--- config.mk ---
export PLATFORM = sky130hd
export DESIGN_NAME = ex_mem_stage
export DESIGN_NICKNAME = d
export VERILOG_FILES = /design/src/rtl/ex_mem_stage.sv
export SDC_FILE = /design/constraint.sdc
export NUM_CORES = 1
export LEC_CHECK = 0
export BUFFER_PORTS_ARGS = -buffer_cell sky130_fd_sc_hd__buf_2
export CAP_MARGIN = 20
export CORE_MARGIN = 2
export CORE_UTILIZATION = 45
export CTS_CLUSTER_DIAMETER = 150
export DETAILED_ROUTE_END_ITERATION = 16
export GPL_TIMING_DRIVEN = 1
export PLACE_DENSITY_LB_ADDON = 0.15
export SLEW_MARGIN = 20
export SYNTH_ARGS = -nofsm -noshare
export SYNTH_HDL_FRONTEND = slang
export SYNTH_SLANG_ARGS = --single-unit
--- constraint.sdc ---
create_clock -name clk -period 1.4 [get_ports clk]
set_input_delay 0.07 -clock clk [delete_from_list [all_inputs] [get_ports clk]]
set_output_delay 0.07 -clock clk [all_outputs]
set_load 0.01 [all_outputs]
--- src/rtl/ex_mem_stage.sv ---
// ex_mem_stage: execute-to-memory pipeline register.
// Latches execute results and control every clock. A two-word (32-bit)
// operation is split into two consecutive single-word memory beats, and the
// upstream stage is stalled (busy) while the second beat is issued.
// A flush bubble can be inserted, including one deferred past a second beat.
//
// Optional feature: define EX_MEM_FWD_EN to add fwd_valid/fwd_dest/fwd_data,
// combinational EX-stage forwarding taps derived from the registered outputs.
//
// Ports:
//   clk, reset         rising-edge clock, synchronous active-high reset
//   flush              turn the next capture into a bubble
//   ex_*               execute-stage instruction fields and control
//   busy               upstream must hold its outputs this cycle
//   valid, beat        slot holds a real op; 0 = first/only beat, 1 = second
//   mem_read .. reg_write, dest, alu_data, read_add, write_data
//                      registered fields for the memory stage
module ex_mem_stage #(
  parameter int unsigned DATA_W = 16,
  parameter int unsigned ADDR_W = 16,
  parameter int unsigned REG_W  = 3
) (
  input  logic              clk,
  input  logic              reset,
  input  logic              flush,
  input  logic              ex_valid,
  input  logic              ex_double,
  input  logic              ex_mem_read,
  input  logic              ex_mem_write,
  input  logic              ex_stack_op,
  input  logic              ex_push_pop,
  input  logic              ex_mem_to_reg,
  input  logic              ex_reg_write,
  input  logic [REG_W-1:0]  ex_dest,
  input  logic [DATA_W-1:0] ex_alu_data,
  input  logic [ADDR_W-1:0] ex_read_add,
  input  logic [DATA_W-1:0] ex_write_data,
  input  logic [DATA_W-1:0] ex_write_data_hi,
  output logic              busy,
  output logic              valid,
  output logic              beat,
  output logic              mem_read,
  output logic              mem_write,
  output logic              stackOp,
  output logic              pushPop,
  output logic              mem_to_reg,
  output logic              reg_write,
  output logic [REG_W-1:0]  dest,
  output logic [DATA_W-1:0] alu_data,
  output logic [ADDR_W-1:0] read_add,
  output logic [DATA_W-1:0] write_data
`ifdef EX_MEM_FWD_EN
  ,
  output logic              fwd_valid,
  output logic [REG_W-1:0]  fwd_dest,
  output logic [DATA_W-1:0] fwd_data
`endif
);

  typedef enum logic {S_LOAD = 1'b0, S_BEAT2 = 1'b1} state_e;

  state_e state_q, state_d;

  logic              busy_q, busy_d;
  logic              valid_q, valid_d;
  logic              beat_q, beat_d;
  logic              mem_read_q, mem_read_d;
  logic              mem_write_q, mem_write_d;
  logic              stack_op_q, stack_op_d;
  logic              push_pop_q, push_pop_d;
  logic              mem_to_reg_q, mem_to_reg_d;
  logic              reg_write_q, reg_write_d;
  logic [REG_W-1:0]  dest_q, dest_d;
  logic [DATA_W-1:0] alu_data_q, alu_data_d;
  logic [ADDR_W-1:0] read_add_q, read_add_d;
  logic [DATA_W-1:0] write_data_q, write_data_d;
  // Word for the second beat, saved at capture since upstream moves on.
  logic [DATA_W-1:0] beat2_data_q, beat2_data_d;
  // Flush seen during a second beat, applied to the next capture.
  logic              flush_pend_q, flush_pend_d;

  logic bubble;
  logic push_op;

  assign bubble  = flush | ~ex_valid | flush_pend_q;
  assign push_op = ex_stack_op & ex_push_pop;

  // State and output registers.
  always_ff @(posedge clk) begin
    if (reset) begin
      state_q      <= S_LOAD;
      busy_q       <= 1'b0;
      valid_q      <= 1'b0;
      beat_q       <= 1'b0;
      mem_read_q   <= 1'b0;
      mem_write_q  <= 1'b0;
      stack_op_q   <= 1'b0;
      push_pop_q   <= 1'b0;
      mem_to_reg_q <= 1'b0;
      reg_write_q  <= 1'b0;
      dest_q       <= '0;
      alu_data_q   <= '0;
      read_add_q   <= '0;
      write_data_q <= '0;
      beat2_data_q <= '0;
      flush_pend_q <= 1'b0;
    end else begin
      state_q      <= state_d;
      busy_q       <= busy_d;
      valid_q      <= valid_d;
      beat_q       <= beat_d;
      mem_read_q   <= mem_read_d;
      mem_write_q  <= mem_write_d;
      stack_op_q   <= stack_op_d;
      push_pop_q   <= push_pop_d;
      mem_to_reg_q <= mem_to_reg_d;
      reg_write_q  <= reg_write_d;
      dest_q       <= dest_d;
      alu_data_q   <= alu_data_d;
      read_add_q   <= read_add_d;
      write_data_q <= write_data_d;
      beat2_data_q <= beat2_data_d;
      flush_pend_q <= flush_pend_d;
    end
  end

  // Next-state logic.
  always_comb begin
    state_d = state_q;
    case (state_q)
      S_LOAD:  if (!bubble && ex_double) state_d = S_BEAT2;
      S_BEAT2: state_d = S_LOAD;
      default: state_d = S_LOAD;
    endcase
  end

  // Next values of the registered outputs.
  always_comb begin
    busy_d       = busy_q;
    valid_d      = valid_q;
    beat_d       = beat_q;
    mem_read_d   = mem_read_q;
    mem_write_d  = mem_write_q;
    stack_op_d   = stack_op_q;
    push_pop_d   = push_pop_q;
    mem_to_reg_d = mem_to_reg_q;
    reg_write_d  = reg_write_q;
    dest_d       = dest_q;
    alu_data_d   = alu_data_q;
    read_add_d   = read_add_q;
    write_data_d = write_data_q;
    beat2_data_d = beat2_data_q;
    flush_pend_d = flush_pend_q;
    case (state_q)
      S_LOAD: begin
        busy_d       = 1'b0;
        beat_d       = 1'b0;
        flush_pend_d = 1'b0;
        if (bubble) begin
          // Data fields hold; only validity and control are cleared.
          valid_d      = 1'b0;
          mem_read_d   = 1'b0;
          mem_write_d  = 1'b0;
          stack_op_d   = 1'b0;
          push_pop_d   = 1'b0;
          mem_to_reg_d = 1'b0;
          reg_write_d  = 1'b0;
        end else begin
          valid_d      = 1'b1;
          mem_read_d   = ex_mem_read;
          mem_write_d  = ex_mem_write;
          stack_op_d   = ex_stack_op;
          push_pop_d   = ex_push_pop;
          mem_to_reg_d = ex_mem_to_reg;
          reg_write_d  = ex_reg_write;
          dest_d       = ex_dest;
          alu_data_d   = ex_alu_data;
          read_add_d   = ex_read_add;
          busy_d       = ex_double;
          // Pushes store the high word first; everything else low first.
          write_data_d = (ex_double && push_op) ? ex_write_data_hi : ex_write_data;
          beat2_data_d = push_op ? ex_write_data : ex_write_data_hi;
        end
      end
      S_BEAT2: begin
        beat_d       = 1'b1;
        busy_d       = 1'b0;
        write_data_d = beat2_data_q;
        // Stack beats leave SP sequencing to the memory stage.
        if (!stack_op_q) read_add_d = read_add_q + ADDR_W'(1);
        if (flush) flush_pend_d = 1'b1;
      end
      default: ;
    endcase
  end

  assign busy       = busy_q;
  assign valid      = valid_q;
  assign beat       = beat_q;
  assign mem_read   = mem_read_q;
  assign mem_write  = mem_write_q;
  assign stackOp    = stack_op_q;
  assign pushPop    = push_pop_q;
  assign mem_to_reg = mem_to_reg_q;
  assign reg_write  = reg_write_q;
  assign dest       = dest_q;
  assign alu_data   = alu_data_q;
  assign read_add   = read_add_q;
  assign write_data = write_data_q;

`ifdef EX_MEM_FWD_EN
  // Loads are excluded: their data arrives only in the memory stage.
  assign fwd_valid = valid_q & reg_write_q & ~mem_to_reg_q;
  assign fwd_dest  = dest_q;
  assign fwd_data  = alu_data_q;
`endif

endmodule

==> results.py <==
metrics = {
    "critical_path": {
        "crit_family": "flip-flops",
        "cpMostUsedCell": "buf_4",
        "critPathMaxStageDelay_ps": 400,
        "crit_start": "state_q",
        "crit_required_ps": 1640,
        "critPathBufInv": 2,
        "cp_slowest_cell": "dfxtp_2",
        "critPathKind": "flop to flop",
        "cp.arrival_ps": 1710,
        "worstPathCellList": "buf_4, buf_4, nand2_1, nor4_1, a21oi_1, o32ai_1",
        "r2r_start": "state_q",
        "start_kind": "flop",
        "crit_fanout": 11,
        "end_kind": "flop",
    },
    "logic_synthesis": {
        "synth_edf_count": 0,
        "synth.avg_cell_area_um2": 8.05,
        "synth-seq-area-share": 0.422,
        "synth_nets": 539,
        "yosysTopAreaCell": "dfxtp_1",
        "yosysWarnings": 0,
        "synthTopCellsByCount": "nand2_1, dfxtp_1, nand3_1",
        "syn-cell-area_um2": 3700,
        "synth_top_area_share": 0.422,
        "ys_async_sr_fraction": 0,
        "synthTopCellsByArea": "dfxtp_1, nand2_1, nand3_1",
        "synth_cell_types": 45,
        "yosys.cell_count.top_type": "nand2_1",
        "synth_ff_type": "dfxtp_1",
        "ys_ff_latch": 78,
        "postSynthCellCount": 460,
    },
    "global_routing": {
        "met2_usage": 0.456,
        "track_usage": 0.268,
        "grt_busiest_layer": "met2",
        "use_met3": 0.0543,
        "grt_pass1_vias": 4015,
        "grt_overflow": 0,
        "antenna_found_initial": 0,
        "grt_pass1_wl_um": 19000,
        "gr-usage-met1": 0.331,
        "grt_max_degree": 55,
    },
    "sta": {
        "setup_viol": 26,
        "slew_viol_final": 0,
        "setup_ws_ps": -67.7,
        "fin_crit_sh": 1.05,
        "finClkSkew_ps": 8.97,
        "slew_headroom": 0.697,
        "rsz0062_at_grt": "true",
        "clock.fmax_ghz": 0.681,
        "finalSetupTns_ps": -357,
        "fin_crit_ps": 1470,
        "hold_viol_final": 0,
        "worst_pin_slew_ps": 454,
    },
    "final_layout": {
        "area_delta_synth_final_pct": 52.7,
        "fin_util": 0.699,
        "drive_gt1_frac": 0.401,
        "nets": 750,
        "num-fill-cells": 675,
        "multi_input_area_um2": 2080,
        "n_antenna_cell": 0,
        "seq_area_um2": 1590,
    },
    "outcome": {
        "status": "finished with violations",
        "violations": "setup timing",
    },
    "placement": {
        "gp_congestion": 0.943,
        "post-dp-hpwl_um": 7760,
        "port_buffers": 137,
    },
    "worst_hold_path": {
        "hp-class": "input pin to flop",
        "hp-start": "ex_mem_to_reg",
    },
    "clock_network": {
        "cts_tree": "done",
        "htreeDepth": 3,
        "cts_buffers": 9,
        "cts_buffer_depth": 2,
        "cts_sinks": 78,
        "clk_latency_ps": 350,
        "clkTransAtPathRegs_ps": 80,
        "clk_root_buffer_cell": "clkbuf_8",
    },
    "floorplanning": {
        "core_area_um2": 8090,
        "die_w_um": 94.7,
        "initial_core_util": 0.458,
        "dieArea_um2": 8970,
        "io_pins": 138,
        "die_h_um": 94.7,
        "rows": 33,
    },
    "detailed_routing": {
        "route.detailed.drc": 0,
        "drt-total-wl_um": 12500,
        "first_iter_violations": 180,
        "firstDrtPassIters": 4,
        "vias_per_cell": 5.56,
        "route.vias.total": 4333,
        "wl_per_cell_um": 16.1,
        "ant_nets": 0,
    },
    "run": {
        "maxCapViolations": 0,
    },
    "power": {
        "peakVddDrop_mv": 0.605,
        "p_per_area_nw_per_um2": 925,
        "p_leak_uw": 0.00243,
    },
}
## where the power goes
part	internal, µW	total (µW)	switching [µW]
clock	996	1830	838
combinational	497	989	493
sequential	2340	2410	74.8
## kinds of logic (layout without fill, tap and decap cells)
| group | Yosys count | count (layout) | synth area share |
|---|---|---|---|
| adder cells (fa/ha/maj) | 1 | 1 | 0.00338 |
| AO/OA/AOI/OAI | 97 | 97 | 0.168 |
| multiplexers | 22 | 22 | 0.0659 |
| flip-flops | 78 | 78 | 0.422 |
| buffers and inverters | 39 | 254 | 0.0517 |
| AND/OR/NAND/NOR | 223 | 223 | 0.290 |
## layout by cell type (no fill, tap or decap), types with 3 or more instances in the layout
cell type      Yosys  layout
buf_2             12     137
nand2_1          107     106
dfxtp_1           78      65
buf_4              2      50
nand3_1           49      49
dlygate4sd3_1      0      38
a21oi_1           36      33
nor2_1            23      23
a31oi_1           21      20
mux2_2            19      16
a311oi_1          16      16
nand4_1            9       9
clkbuf_8           0       9
dfxtp_2            0       8
o21ai_1            4       6
buf_6              3       5
dfxtp_4            0       5
nor2b_1            4       4
nor3_1             6       4
or3_1              4       4
inv_1              3       3
nor3b_2            3       3
mux2i_1            3       3
mux2_4             0       3
a21oi_2            0       3
nor4_1             7       3
buf_12             0       3
## what timing repair did
action | 4_1_cts | 5_1_grt
gates cloned | 1 | 2
hold buffers | 38 | 0
setup buffers | 3 | 8
hold endpoints to repair | 38 | 0
resized for setup | 16 | 24
endpoints found under the setup margin | 63 | 64
pin swaps | 6 | 10
## worst paths after layout
path | slack [ps] | endpoint | cells after the start
max reg2reg | -70 | read_add[8] | 6
max | -70 | read_add[8] | 6
min reg2reg | 450 | alu_data[11] | 2
min | 6 | mem_to_reg | 3
## worst min-delay path: stages
cell     delay [ps]
buf_2           100
nand3_1          70
a21oi_1          60
## layer usage
metal  part of all wire  routed length, µm
met3              0.069                862
met5                  0                  0
met1               0.42               5300
met4              0.027                344
met2               0.48               6020
## metrics by stage
step	setup slack, ps	power [µW]	hold WS [ps]	std cells	cell area [µm²]
2_1_floorplan	-47.4	2890	149	460	3740
3_3_place_gp	-46.5	3250	314	713	4760
3_5_place_dp	-134	3270	323	713	4760
4_1_cts	-35.7	5190	1.56	770	5480
5_1_grt	-160	5440	0.133	780	5660
6_report	-67.7	5230	5.74	780	5660
## cell type report
| class | count | area share |
|---|---|---|
| Multi-Input combinational cell | 343 | 0.367 |
| Timing Repair Buffer | 236 | 0.289 |
| Sequential cell | 78 | 0.281 |
| Tap cell | 105 | 0.0232 |
| Clock buffer | 9 | 0.0219 |
| Clock inverter | 6 | 0.0150 |
| Inverter | 3 | 0.00199 |
(Power assumes the default switching activity.)
